### src/rtl/counter_reg_sched.sv
// Round-robin scheduler granting one shared counter register to NREQ requesters for timed runs.
// Optional abort/aborted ports are enabled by defining CNT_ABORT_EN.
module counter_reg_sched #(
    parameter int NREQ = 2,
    parameter int W    = 4
) (
    input  logic              clk,
    input  logic              reset,
    input  logic [NREQ-1:0]   req,
    input  logic [NREQ*W-1:0] len,
`ifdef CNT_ABORT_EN
    input  logic              abort,
    output logic              aborted,
`endif
    output logic [NREQ-1:0]   grant,
    output logic              load_w,
    output logic [W-1:0]      q,
    output logic [NREQ-1:0]   done,
    output logic              busy
);

    localparam int IW = (NREQ > 1) ? $clog2(NREQ) : 1;

    typedef enum logic [1:0] {
        IDLE,
        LOAD,
        RUN,
        DONE
    } state_t;

    state_t          state;
    logic [W-1:0]    limit;
    logic [IW-1:0]   rr_ptr;
    logic [IW-1:0]   win_idx;
    logic [IW-1:0]   pick;
    logic [IW-1:0]   cand;
    logic            found;
    logic [NREQ-1:0] one;

    assign one = {{(NREQ-1){1'b0}}, 1'b1};

    // Scan requesters starting at rr_ptr, wrapping around; first one asserting req wins.
    always_comb begin
        pick  = '0;
        cand  = '0;
        found = 1'b0;
        for (int unsigned i = 0; i < NREQ; i++) begin
            cand = IW'((32'(rr_ptr) + i) % NREQ);
            if (!found && req[cand]) begin
                pick  = cand;
                found = 1'b1;
            end
        end
    end

    always_ff @(posedge clk) begin
        if (reset) begin
            state   <= IDLE;
            grant   <= '0;
            load_w  <= 1'b0;
            q       <= '0;
            done    <= '0;
            busy    <= 1'b0;
            limit   <= '0;
            rr_ptr  <= '0;
            win_idx <= '0;
`ifdef CNT_ABORT_EN
            aborted <= 1'b0;
`endif
        end else begin
            case (state)
                IDLE: begin
                    if (|req) begin
                        grant   <= one << pick;
                        win_idx <= pick;
                        limit   <= len[pick*W +: W];
                        q       <= '0;
                        load_w  <= 1'b1;
                        busy    <= 1'b1;
                        state   <= LOAD;
                    end
                end
                LOAD: begin
                    load_w <= 1'b0;
`ifdef CNT_ABORT_EN
                    if (abort) begin
                        done    <= grant;
                        aborted <= 1'b1;
                        state   <= DONE;
                    end else begin
                        state <= RUN;
                    end
`else
                    state <= RUN;
`endif
                end
                RUN: begin
`ifdef CNT_ABORT_EN
                    if (abort) begin
                        done    <= grant;
                        aborted <= 1'b1;
                        state   <= DONE;
                    end else
`endif
                    if (q == limit) begin
                        done  <= grant;
                        state <= DONE;
                    end else begin
                        q <= q + 1'b1;
                    end
                end
                DONE: begin
                    grant  <= '0;
                    done   <= '0;
                    busy   <= 1'b0;
                    rr_ptr <= (win_idx == IW'(NREQ-1)) ? '0 : win_idx + 1'b1;
                    state  <= IDLE;
`ifdef CNT_ABORT_EN
                    aborted <= 1'b0;
`endif
                end
                default: state <= IDLE;
            endcase
        end
    end

endmodule
### config.mk
export PLATFORM = sky130hd
export DESIGN_NAME = counter_reg_sched
export DESIGN_NICKNAME = d
export VERILOG_FILES = /design/src/rtl/counter_reg_sched.sv
export SDC_FILE = /design/constraint.sdc
export NUM_CORES = 1
export LEC_CHECK = 0
export ABC_AREA = 1
export CAP_MARGIN = 25
export CORE_MARGIN = 3
export CORE_UTILIZATION = 40
export CTS_BUF_LIST = sky130_fd_sc_hd__clkbuf_2
export DETAILED_ROUTE_END_ITERATION = 8
export GPL_ROUTABILITY_DRIVEN = 0
export PLACE_DENSITY = 0.69
export SLEW_MARGIN = 30
export SYNTH_ARGS = -nofsm -noshare
export SYNTH_HDL_FRONTEND = slang
export SYNTH_SLANG_ARGS = --single-unit
### constraint.sdc
create_clock -name clk -period 2.8 [get_ports clk]
set_input_delay 0.28 -clock clk [delete_from_list [all_inputs] [get_ports clk]]
set_output_delay 0.28 -clock clk [all_outputs]
set_load 0.005 [all_outputs]
==> qor.csv <==
metric,value,unit
Gate power share,54.7,%
"antenna viol nets, final",0,
status,completed,
VDD IR max,0.557,mV
met3 WL,132,um
setup violators final,0,
M1 WL,1060,um
max frequency,618,MHz
WL/cell,11.7,um
Site Rows,17,
r2r worst-path depth,7,
Initial DRC Count,22,
"top cells by area, synth","dfxtp_1, nand2_1, nand3_1",
Yosys cell types,22,
"reg-to-reg slack, setup",1270,ps
top-area cell type share of the netlist area,35.0,%
RSZ-0062 raised after global routing,no,
final worst-path cycle share,57.8,%
Final Hold Fails,0,
chip height,56.7,um
Clk pwr share,9.8,%
Routed WL,2320,um
Final Max Tran Viols,0,
worst-margin pin slew,385,ps
cts bufs inserted,3,
crit-path max FO,6,
Post-CTS Resized,0,
Core ar.,2320,um2
synthesized flop and latch total,18,
clock sinks,18,
layout cells sized above 1,11.7,%
Internal,638,uW
Vias per Instance,4.95,
initial antenna violation count,0,
Vias,985,
Power per Cell Area,904,nW/um2
R2R Path End,q[2],
CTS Buffer Depth,2,
DRC viols,0,
family with the most delay on the worst path,buffers and inverters,
Hold Path Class,flip-flop to flip-flop,
input/output buffers,21,
clock slew at reported path FFs,170,ps
first-pass GRT wire length,4000,um
slowest cell on the critical path,clkdlybuf4s50_1,
CP endpoint,q[0],
"Net count, final",190,
max_cap viols,0,
pre-CTS setup slack,1170,ps
vias in the first global route,932,
Flop pwr share,35.5,%
cell breakdown of the critical path,clkdlybuf4s50_1,
Setup WS post-layout,1180,ps
Initial Util,44.4,%
Buf/Inv on CP,1,
syn nets,167,
worst r2r src,state[0],
die area,3220,um2
1st-pass router iterations,4,
crit end category,output port,
Setup CP Type,flip-flop to output port,
largest net degree at the start of global routing,12,
postcts setup bufs,0,
IO Pins,22,
Synth area leader,dfxtp_1,
GRT Overall Usage,15.3,%
hold-fix buffers at CTS,0,
# fillers,237,
crit path from,q[0],
Critical Path AT,1340,ps
Slowest Stage Delay on Critical Path,550,ps
Detailed Place HPWL,1760,um
Gate Count Post-Synth,149,
Critical Path Stages,1,
Fin Setup TNS,0,ps
sw frac,44.7,%
clock latency on the worst-skew pair,310,ps
Final Skew,5.86,ps
Die Wd,56.7,um
H-Tree Depth,1,
crit start category,flip-flop,
ant diodes,0,
Pleak,0.571,nW
min Tclk post-route,1620,ps
yosys warns,0,
grt ovf,0,
Required @ worst endpoint,2520,ps
"Cell Area, Synth",1030,um2
CTS Root Cell,clkbuf_2,
TritonCTS clock tree,done,
Mapped Avg Cell Area,6.90,um2
Top Layer Used,met4,
sequential area share after synthesis,35.0,%
met2 WL post-DR,1110,um
Sw Pwr,515,uW
Layout area overhead,24.1,%
Slew headroom,74.3,%
synth_stat cells, drive strengths merged:
master / number
nand2: 43
inv: 24
dfxtp: 18
nand3: 17
a21oi: 13
nor2: 12
ha: 6
o21ai: 6
o211ai: 4
buf: 2
clkbuf: 1
nand3b: 1
o21a: 1
or2: 1
cell families (layout without fill, tap and decap cells):
kind of cell | count (synthesis) | in the layout | synth area share, %
simple gates | 74 | 74 | 33.6
buf+inv | 27 | 49 | 10.3
compound gates | 24 | 24 | 13.7
flops | 18 | 18 | 35.0
fa+ha+maj | 6 | 6 | 7.30
layer usage:
metal	up-vias	track usage, %
met5	-	0
met4	0	3.73
met3	4	5.29
met2	28	24.9
met1	435	19.3
li1	518	-
through the flow:
step,cell area (um2),power [mW],utilization [%],std cells,hold WS (ps)
floorplan,1030,0.857,-,149,406
global placement,1260,1.03,54.2,195,420
detailed placement,1260,1.04,54.2,195,422
CTS,1280,1.16,55.0,199,445
global route,1280,1.26,55.0,199,473
finish,1280,1.15,55.0,199,441
flip-flops by register name, summed over array words and instances, names as in the netlist:
| name | flops |
|---|---|
| limit | 4 |
| q | 4 |
| done | 2 |
| grant | 2 |
| state | 2 |
| busy | 1 |
| load_w | 1 |
| rr_ptr | 1 |
| win_idx | 1 |
cells in the final DEF (no fill, tap or decap), types with 2 or more instances in the layout:
cell	n
nor2_1	10
o211ai_1	4
inv_2	6
nand2_2	5
inv_1	18
nor2_4	2
clkdlybuf4s50_1	21
ha_1	6
o21ai_1	4
dfxtp_1	18
a21oi_1	12
nand3_1	16
nand2_1	38
clkbuf_2	3
layout make-up:
| cell class | count | area (um2) | share of cell area (%) |
|---|---|---|---|
| clock inverters | 1 | 3.75 | 0.294 |
| clock buffers | 3 | 15.0 | 1.18 |
| multi-input cells | 104 | 562 | 44.0 |
| inverters | 24 | 90.1 | 7.06 |
| repair buffers | 21 | 210 | 16.5 |
| well taps | 28 | 35.0 | 2.75 |
| flip-flops and latches | 18 | 360 | 28.2 |
power groups by stage:
| stage | clock network, mW | registers (mW) | logic [mW] |
|---|---|---|---|
| floorplan | 0 | 0.402 | 0.455 |
| global placement | 0 | 0.413 | 0.616 |
| detailed placement | 0 | 0.416 | 0.626 |
| CTS | 0.118 | 0.411 | 0.633 |
| global route | 0.128 | 0.421 | 0.715 |
| finish | 0.113 | 0.409 | 0.631 |
how the worst min path moves through the flow:
stage	start	end	slack, ps	depth (start not counted)
floorplan	win_idx	rr_ptr	410	1
global placement	win_idx	rr_ptr	420	1
detailed placement	win_idx	rr_ptr	420	1
CTS	win_idx	rr_ptr	440	1
global route	win_idx	rr_ptr	470	1
finish	win_idx	rr_ptr	440	1
Power figures use the tool's default switching activity.
